[src/rtl/audio_sample_feeder.sv]
`default_nettype none
// ============================================================================
// Module  : audio_sample_feeder
// Purpose : Paces FIFO-buffered samples into the FIR at FS_HZ using a phase
//           accumulator, issuing one rfd-qualified nd strobe per tick.
// Revision: 1.0 - initial release
// ============================================================================
module audio_sample_feeder #(
  parameter int DATA_W     = 16,
  parameter int CLK_HZ     = 50_000_000,
  parameter int FS_HZ      = 44_100,
  parameter int FIFO_DEPTH = 8
) (
  input  logic                            clk,
  input  logic                            rst,
  input  logic                            enable,
  input  logic [DATA_W-1:0]               src_data,
  input  logic                            src_valid,
  output logic                            src_ready,
  input  logic                            fir_rfd,
  output logic [DATA_W-1:0]               fir_din,
  output logic                            fir_nd,
  output logic                            sample_tick,
  output logic [$clog2(FIFO_DEPTH):0]     fifo_level,
  output logic [15:0]                     underrun_cnt,
  output logic [15:0]                     late_cnt
);

  localparam int ACC_W = $clog2(CLK_HZ) + 1;
  localparam int PTR_W = $clog2(FIFO_DEPTH);
  localparam int LVL_W = PTR_W + 1;
  localparam logic [ACC_W-1:0] c_fs    = ACC_W'(FS_HZ);
  localparam logic [ACC_W-1:0] c_clk   = ACC_W'(CLK_HZ);
  localparam logic [LVL_W-1:0] c_depth = LVL_W'(FIFO_DEPTH);

  typedef enum logic [1:0] {
    S_IDLE      = 2'd0,
    S_WAIT_TICK = 2'd1,
    S_WAIT_RFD  = 2'd2,
    S_ISSUE     = 2'd3
  } state_t;

  state_t              state_q, state_d;
  logic [ACC_W-1:0]    acc_q, acc_d;
  logic [DATA_W-1:0]   pending_q, pending_d;
  logic [DATA_W-1:0]   din_q, din_d;
  logic [DATA_W-1:0]   mem_q [FIFO_DEPTH];
  logic [PTR_W-1:0]    wr_ptr_q, rd_ptr_q;
  logic [LVL_W-1:0]    level_q, level_d;
  logic                ready_q;
  logic [15:0]         under_q, late_q;

  logic [ACC_W-1:0]    w_acc_sum;
  logic                w_tick;
  logic                w_push;
  logic                w_pop;
  logic                w_empty;
  logic                w_under_inc;
  logic                w_late_inc;

  // The sum never overflows ACC_W since both acc and FS_HZ are below CLK_HZ.
  assign w_acc_sum = acc_q + c_fs;
  assign w_tick    = !rst && enable && (w_acc_sum >= c_clk);
  assign w_empty   = (level_q == '0);
  assign w_push    = src_valid && ready_q;

  always_comb begin
    acc_d = acc_q;
    if (enable) acc_d = w_tick ? (w_acc_sum - c_clk) : w_acc_sum;
  end

  always_comb begin
    state_d     = state_q;
    pending_d   = pending_q;
    din_d       = din_q;
    w_pop       = 1'b0;
    w_under_inc = 1'b0;
    w_late_inc  = 1'b0;
    if (!enable) begin
      state_d   = S_IDLE;
      pending_d = '0;
    end else begin
      unique case (state_q)
        S_IDLE: state_d = S_WAIT_TICK;
        S_WAIT_TICK: begin
          if (w_tick) begin
            if (!w_empty) begin
              pending_d = mem_q[rd_ptr_q];
              w_pop     = 1'b1;
            end else begin
              pending_d   = '0;
              w_under_inc = 1'b1;
            end
            if (fir_rfd) begin
              state_d = S_ISSUE;
              din_d   = pending_d;
            end else begin
              state_d = S_WAIT_RFD;
            end
          end
        end
        S_WAIT_RFD: begin
          w_late_inc = w_tick;
          if (fir_rfd) begin
            state_d = S_ISSUE;
            din_d   = pending_q;
          end
        end
        S_ISSUE: state_d = S_WAIT_TICK;
        default: state_d = S_IDLE;
      endcase
    end
  end

  assign level_d = level_q + {{(LVL_W-1){1'b0}}, w_push} - {{(LVL_W-1){1'b0}}, w_pop};

  always_ff @(posedge clk) begin
    if (w_push) mem_q[wr_ptr_q] <= src_data;
  end

  always_ff @(posedge clk) begin
    if (rst) begin
      state_q   <= S_IDLE;
      acc_q     <= '0;
      pending_q <= '0;
      din_q     <= '0;
      wr_ptr_q  <= '0;
      rd_ptr_q  <= '0;
      level_q   <= '0;
      ready_q   <= 1'b0;
      under_q   <= '0;
      late_q    <= '0;
    end else begin
      state_q   <= state_d;
      acc_q     <= acc_d;
      pending_q <= pending_d;
      din_q     <= din_d;
      level_q   <= level_d;
      ready_q   <= (level_d != c_depth);
      if (w_push) wr_ptr_q <= wr_ptr_q + PTR_W'(1);
      if (w_pop)  rd_ptr_q <= rd_ptr_q + PTR_W'(1);
      if (w_under_inc && (under_q != 16'hFFFF)) under_q <= under_q + 16'd1;
      if (w_late_inc && (late_q != 16'hFFFF))   late_q  <= late_q + 16'd1;
    end
  end

  assign src_ready    = ready_q;
  assign fir_din      = din_q;
  assign fir_nd       = (state_q == S_ISSUE);
  assign sample_tick  = w_tick;
  assign fifo_level   = level_q;
  assign underrun_cnt = under_q;
  assign late_cnt     = late_q;

endmodule
`default_nettype wire

[config.mk]
export PLATFORM = sky130hd
export DESIGN_NAME = audio_sample_feeder
export DESIGN_NICKNAME = d
export VERILOG_FILES = /design/src/rtl/audio_sample_feeder.sv
export SDC_FILE = /design/constraint.sdc
export NUM_CORES = 1
export LEC_CHECK = 0
export CAP_MARGIN = 20
export CORE_UTILIZATION = 53
export DETAILED_ROUTE_END_ITERATION = 7
export PLACE_DENSITY = 0.86
export SYNTH_ARGS = -nofsm -noshare
export SYNTH_HDL_FRONTEND = slang
export SYNTH_SLANG_ARGS = --single-unit
[constraint.sdc]
create_clock -name clk -period 4.4 [get_ports clk]
set_clock_uncertainty 0.2 [all_clocks]
set_input_delay 0.44 -clock clk [delete_from_list [all_inputs] [get_ports clk]]
set_output_delay 0.44 -clock clk [all_outputs]
set_load 0.05 [all_outputs]
==> impl_metrics.env, run 1 <==
export IMPL_outcome="complete, no violations"
export IMPL_synth_edf_count=128
export IMPL_hp_class="in2reg"
export IMPL_power_total_mw=5.34
export IMPL_postSynthCellCount=925
export IMPL_clock_sinks=233
export IMPL_ys_ff_latch=233
export IMPL_drv_cap=0
export IMPL_layout_drive_gt1_share_pct=17.8
export IMPL_dp_cells=1255
export IMPL_synth_ff_type="edfxtp_1"
export IMPL_end_kind="register"
export IMPL_clock_latency_ps=540
export IMPL_cp_data_arrival_time_ps=4510
export IMPL_layout_nets=1049
export IMPL_ys_types=78
export IMPL_placement_rows=52
export IMPL_ir_worst_vdd_v=0.000482
export IMPL_clk_pin_slew_ps=60
export IMPL_synth_xor_area_share_pct=4.25
export IMPL_netlist_area_um2=10900
export IMPL_area_sequential_um2=5950
export IMPL_place_area_um2=12100
export IMPL_hold_violations=0
export IMPL_synth_top_family_by_area="simple AND/OR/NAND/NOR gates"
export IMPL_synth_fa_ha_area_share_pct=1.90
export IMPL_ys_seq_area_share_pct=54.4
export IMPL_synth_simple_area_share_pct=14.5
export IMPL_antenna_left=0
export IMPL_cts_root_buf="clkbuf_16"
export IMPL_place_ws_ps=54.2
export IMPL_multi_input_area_um2=4820
export IMPL_htreeDepth=1
export IMPL_use_met1_pct=27.7
export IMPL_whs_ps=66.7
export IMPL_busiest_layer="met2"
export IMPL_cp_required_ps=4590
export IMPL_ios=76
export IMPL_num_vias=7674
export IMPL_num_antenna_cells=0
export IMPL_grt_overflow=0
export IMPL_final_core_util_pct=64.7
export IMPL_critical_path_peak_fanout=7
export IMPL_holdBufCountCts=0
export IMPL_grt_pass1_vias=7487
export IMPL_grt_use_total_pct=22.6
export IMPL_grt_max_degree=87
export IMPL_synth_area_mux_share_pct=12.8
export IMPL_first_iter_violations=613
export IMPL_p_leak_nw=4.58
export IMPL_slowest_delay_ps=530
export IMPL_ff2ff_path_depth=12
export IMPL_timing_critical_path_from_type="register"
export IMPL_fin_ws_ps=86.6
export IMPL_synthArstFlopShare_pct=0
export IMPL_yosysWarnings=0
export IMPL_die_area_um2=21200
export IMPL_syn_mean_instance_area_um2=11.8
export IMPL_synth_nets=962
export IMPL_routedWlPerCell_um=18.7
export IMPL_fin_crit_ps=4310
export IMPL_stdcell_area_um2=13100
export IMPL_drt_wl_total_um=24300
export IMPL_drc=0
export IMPL_die_h_um=146
export IMPL_fillers=1446
export IMPL_cts_tree="yes"
export IMPL_fin_tns_setup_ps=0
export IMPL_start_util_pct=54.0
export IMPL_die_w_um=146
export IMPL_port_buffers=75
export IMPL_max_freq_mhz=232
export IMPL_min_path_cells=2
export IMPL_hpwl_um=15600
export IMPL_coreArea_um2=20200
export IMPL_numCtsBuffers=24
export IMPL_gr_usage_met3_pct=3.17
export IMPL_power_per_cell_area_nw_per_um2=408
export IMPL_synth_compound_area_share_pct=9.57
export IMPL_grt_use_met2_pct=40.4
export IMPL_vias_per_cell=5.90
export IMPL_grt_pass1_wl_um=38100
export IMPL_antenna_found_initial=0
export IMPL_gp_congestion=0.941
export IMPL_finalCritPeriodShare_pct=98.0
export IMPL_final_max_slew_viol_count=0
export IMPL_slowest_stage="a2111oi_4"
export IMPL_timing_slew_headroom_pct=31.2
export IMPL_syn_to_final_growth_pct=19.9
export IMPL_worst_slew_pin_slew_ps=1030
export IMPL_instances_no_fill=1300
export IMPL_finalSetupViolCount=0
export IMPL_cts_buffer_depth=3
export IMPL_worstPathCellList="a21oi_1 -> o21ai_2 -> or4_4 -> a2111o_1 -> a221oi_2 -> o2111ai_2 -> a2111oi_4 -> xnor2_1 -> ha_2 -> fa_2 -> nor4b_2 -> nor2_1"
export IMPL_worstSetupPathType="reg2reg"
export IMPL_drt_first_pass_iters=8
==> worst paths after layout <==
check	endpoint	slack (ps)	startpoint
worst max-delay path	src_ready$_SDFF_PP0_	90	acc_q[14]$_SDFFE_PP0P_
worst min-delay path	underrun_cnt[4]$_SDFFE_PP0P_	70	rst
worst max register to register	src_ready$_SDFF_PP0_	90	acc_q[14]$_SDFFE_PP0P_
worst min register to register	pending_q[10]$_SDFFE_PP0P_	290	pending_q[10]$_SDFFE_PP0P_
==> where the power goes <==
group | internal (mW) | switching (mW) | total, mW
logic | 0.265 | 0.421 | 0.685
registers | 2.37 | 0.0537 | 2.42
clock network | 1.39 | 0.852 | 2.24
total | 4.02 | 1.33 | 5.34
==> registers in the layout, summed over array words and instances, names as in the netlist, named ones only <==
| name | count |
|---|---|
| pending_q | 16 |
| underrun_cnt | 16 |
| acc_q | 25 |
| src_ready | 1 |
| fir_din | 16 |
| fifo_level | 4 |
| rd_ptr_q | 3 |
| wr_ptr_q | 3 |
| mem_q | 128 |
| state_q | 2 |
| late_cnt | 16 |
==> synth_stat cells (3+ instances only) <==
cell type	number	area [µm²]
a211oi_1	5	37.5
a21boi_0	3	22.5
a21o_1	3	22.5
a21oi_1	52	260
a22oi_1	5	37.5
a31o_2	8	70.1
a31oi_1	4	25.0
and2_1	3	18.8
and3_1	12	75.1
buf_1	6	22.5
buf_2	6	30.0
buf_4	4	30.0
clkbuf_1	34	128
dfxtp_1	105	2100
edfxtp_1	128	3840
ha_1	15	188
inv_1	14	52.6
mux2_2	27	304
mux2i_1	37	370
mux4_2	32	721
nand2_1	56	210
nand2b_1	33	206
nand3_1	28	140
nand3b_1	3	22.5
nand4_1	10	62.6
nor2_1	111	417
nor2b_1	15	93.8
nor3_1	14	70.1
nor3b_1	3	22.5
nor4_1	4	25.0
nor4b_1	4	35.0
o211ai_1	4	30.0
o21ai_0	18	90.1
o21bai_1	3	22.5
o31ai_1	3	22.5
or3_1	6	37.5
xnor2_1	30	263
xor2_1	23	201
==> cell families (layout without fill, tap and decap cells) <==
logic type                 Yosys count  in the layout
AOI/OAI and AO/OA                  145            145
xor gates and xnor gates            53             53
adders and majority gates           16             16
buffers and inverters               66            171
DFF                                233            233
muxes                               96             96
and+or+nand+nor                    316            316
==> critical path, delay by kind of cell, from the launching register on <==
kind,cells,cell delay (ps)
DFF,1,390
AOI/OAI and AO/OA,6,1820
adders and majority gates,2,710
xor gates and xnor gates,1,200
and+or+nand+nor,3,850
==> cell usage in the layout, fill, tap and decap left out, types with 4 or more instances in the layout <==
cell type	count
ha_1	13
clkinv_1	4
inv_1	14
or3_1	6
xor2_1	23
dfxtp_1	100
nand4_1	10
o211ai_1	4
nor2_1	110
clkdlybuf4s50_1	73
and3_1	12
dfxtp_2	5
edfxtp_1	128
bufinv_16	5
nand3_1	27
clkbuf_16	24
mux4_2	32
nand2_1	56
a21oi_1	51
nand2b_1	33
o21ai_0	18
xnor2_1	30
a31oi_1	4
mux2_2	27
a31o_2	8
clkbuf_8	5
mux2i_1	37
nor3_4	5
a211oi_1	5
buf_4	38
nor2b_1	15
a22oi_1	5
nor3_1	10
==> layer usage <==
layer / wire (µm) / vias to the layer above
met3: 1580 / 61
li1: - / 3584
met1: 9670 / 3707
met5: 0 / -
met2: 12300 / 322
met4: 712 / 0
==> area by class of cell <==
class	count	area share, %
Timing Repair Buffer	113	7.99
Clock inverter	13	1.66
Multi-Input combinational cell	626	36.8
Sequential cell	233	45.4
Tap cell	270	2.58
Inverter	14	0.401
Clock buffer	31	5.17
==> timing repair <==
action | CTS | global route
pin swaps | 1 | 12
gates resized for setup | 5 | 12
hold endpoints to repair | 0 | 0
endpoints found under the setup margin | 1 | 5
setup buffers | 1 | 1
No activity file was read; power rests on OpenSTA's default activity.
==> inputs of run 2 (changes only) <==
CTS_CLUSTER_SIZE = 10   (was not set)
==> run 2 against run 1 <==
Effect of this change:
- sequential share of layout area about the same
- first-iteration DRC count down 16%
- largest power group unchanged
- critical endpoint unchanged
- worst hold slack worse by 13 ps
- flip-flop and latch count unchanged
- non-clock buffer count up 4
- combinational power about the same
- critical path depth up 1
- global-route usage up 0.35 points
- utilization about the same
- fmax up 2.1%
- cell count up 0.77%
==> impl_metrics.env, run 2 (synthesized netlist as in run 1, its figures left out) <==
export IMPL_outcome="complete, no violations"
export IMPL_combinationalPowerShare_pct=13.3
export IMPL_die_area_um2=21200
export IMPL_drv_cap=0
export IMPL_place_ws_ps=54.2
export IMPL_final_cell_mix="128 x edfxtp_1, 109 x nor2_1, 100 x dfxtp_1"
export IMPL_p_sw_share_pct=25.8
export IMPL_fin_crit_ps=4220
export IMPL_cp_required_ps=4610
export IMPL_num_vias=7718
export IMPL_slowest_delay_ps=520
export IMPL_numCtsBuffers=28
export IMPL_hpwl_um=15600
export IMPL_p_clk_share_pct=39.9
export IMPL_final_max_slew_viol_count=0
export IMPL_grt_pass1_wl_um=38700
export IMPL_vias_per_cell=5.89
export IMPL_r2r_slack_ps=180
export IMPL_die_w_um=146
export IMPL_antenna_found_initial=0
export IMPL_syn_to_final_growth_pct=19.8
export IMPL_ir_worst_vdd_v=0.000396
export IMPL_dp_cells=1255
export IMPL_worst_slew_pin_slew_ps=1020
export IMPL_power_per_cell_area_nw_per_um2=395
export IMPL_hp_class="in2reg"
export IMPL_final_common_cell="edfxtp_1"
export IMPL_cp_data_arrival_time_ps=4440
export IMPL_layout_nets=1057
export IMPL_p_sw_mw=1.33
export IMPL_antenna_left=0
export IMPL_ff2ff_path_depth=13
export IMPL_critical_path_peak_fanout=3
export IMPL_min_path_cells=2
export IMPL_grt_max_degree=87
export IMPL_timing_critical_path_from_type="register"
export IMPL_timing_slew_headroom_pct=31.6
export IMPL_final_core_util_pct=64.7
export IMPL_drc=0
export IMPL_drt_first_pass_iters=7
export IMPL_htreeDepth=1
export IMPL_num_antenna_cells=0
export IMPL_p_seq_share_pct=46.9
export IMPL_reg2reg_from="acc_q[3]$_SDFFE_PP0P_"
export IMPL_largest_register_ffs=128
export IMPL_cts_tree="yes"
export IMPL_clock_latency_ps=550
export IMPL_clk_pin_slew_ps=60
export IMPL_placement_rows=52
export IMPL_finalSetupViolCount=0
export IMPL_largest_register="mem_q"
export IMPL_worstPathCellList="ha_4 -> a31oi_4 -> nor3_4 -> or4_4 -> a2111o_1 -> a221oi_2 -> o2111ai_2 -> a2111oi_4 -> xnor2_1 -> ha_2 -> fa_2 -> nor4b_2 -> nor2_1"
export IMPL_drt_wl_total_um=24700
export IMPL_start_util_pct=54.0
export IMPL_grt_overflow=0
export IMPL_grt_use_total_pct=23.0
export IMPL_cts_root_buf="clkbuf_16"
export IMPL_hold_start="rst"
export IMPL_fillers=1446
export IMPL_fin_tns_setup_ps=0
export IMPL_ios=76
export IMPL_coreArea_um2=20200
export IMPL_instances_no_fill=1310
export IMPL_p_leak_nw=4.56
export IMPL_routedWlPerCell_um=18.9
export IMPL_die_h_um=146
export IMPL_grt_pass1_vias=7520
export IMPL_max_freq_mhz=237
export IMPL_slowest_stage="a2111oi_4"
export IMPL_port_buffers=75
export IMPL_cts_buffer_depth=3
export IMPL_internal_power_mw=3.84
export IMPL_end_kind="register"
export IMPL_hold_violations=0
export IMPL_fin_ws_ps=176
export IMPL_reg_largest_list="mem_q x128, acc_q x25"
export IMPL_worstSetupPathType="reg2reg"
export IMPL_r2r_end="src_ready$_SDFF_PP0_"
export IMPL_first_iter_violations=512
export IMPL_finalCritPeriodShare_pct=96.0
export IMPL_clock_sinks=233
export IMPL_worstHoldEndpoint="acc_q[5]$_SDFFE_PP0P_"
export IMPL_layout_drive_gt1_share_pct=17.8
export IMPL_gp_congestion=0.941
[run 2: critical path, delay by kind of cell, from the launching register on]
family / cells / cell delay [ps]
DFF: 1 / 330
AOI/OAI and AO/OA: 5 / 1720
and+or+nand+nor: 4 / 810
adders and majority gates: 3 / 850
xor gates and xnor gates: 1 / 180
[run 2: metal layers]
metal / part of all wire [%] / vias up / wire (µm) / GRT usage, %
met5: 0 / - / 0 / 0
met4: 3.3 / 0 / 808 / 9.63
met3: 5.8 / 61 / 1430 / 3.70
met2: 51 / 278 / 12500 / 40.2
met1: 40 / 3777 / 10000 / 28.2
li1: - / 3602 / - / -
[run 2: stage by stage]
step	hold WS [ps]	area (µm²)	total power, mW
after detailed placement	280	12100	3.12
after global placement	266	12100	3.10
after global routing	53.1	13100	5.36
after CTS	45.4	13000	5.19
final	54.0	13100	5.17
after floorplan	254	10900	2.88
[run 2: what timing repair did]
action / in CTS / in global routing
setup endpoints to repair: 1 / 2
resized for setup: 5 / 19
hold buffers: 0 / 0
setup buffers: 2 / 3
pin swaps: 2 / 13
[run 2: worst max-delay path by stage]
| stage | from | to | slack, ps |
|---|---|---|---|
| 3_5_place_dp | acc_q[2]$_SDFFE_PP0P_ | src_ready$_SDFF_PP0_ | 50 |
| 2_1_floorplan | acc_q[2]$_SDFFE_PP0P_ | src_ready$_SDFF_PP0_ | 60 |
| 5_1_grt | acc_q[9]$_SDFFE_PP0P_ | src_ready$_SDFF_PP0_ | -10 |
| 6_report | acc_q[3]$_SDFFE_PP0P_ | src_ready$_SDFF_PP0_ | 180 |
| 4_1_cts | acc_q[2]$_SDFFE_PP0P_ | sample_tick | 1 |
| 3_3_place_gp | acc_q[2]$_SDFFE_PP0P_ | src_ready$_SDFF_PP0_ | 130 |
[run 2: area by class of cell]
| class | count | area (µm²) | area share (%) |
|---|---|---|---|
| Timing Repair Buffer | 117 | 1080 | 8.28 |
| Clock buffer | 47 | 782 | 5.97 |
| Inverter | 14 | 52.6 | 0.401 |
| Clock inverter | 3 | 45.0 | 0.344 |
| Sequential cell | 233 | 5950 | 45.4 |
| Multi-Input combinational cell | 626 | 4840 | 37.0 |
| Tap cell | 270 | 338 | 2.58 |
[run 2: power groups by stage]
stage | registers, mW | logic [mW] | clock network (mW)
floorplan | 2.49 | 0.392 | 0
global placement | 2.46 | 0.643 | 0
detailed placement | 2.46 | 0.658 | 0
CTS | 2.42 | 0.670 | 2.09
global route | 2.43 | 0.734 | 2.19
finish | 2.42 | 0.687 | 2.06
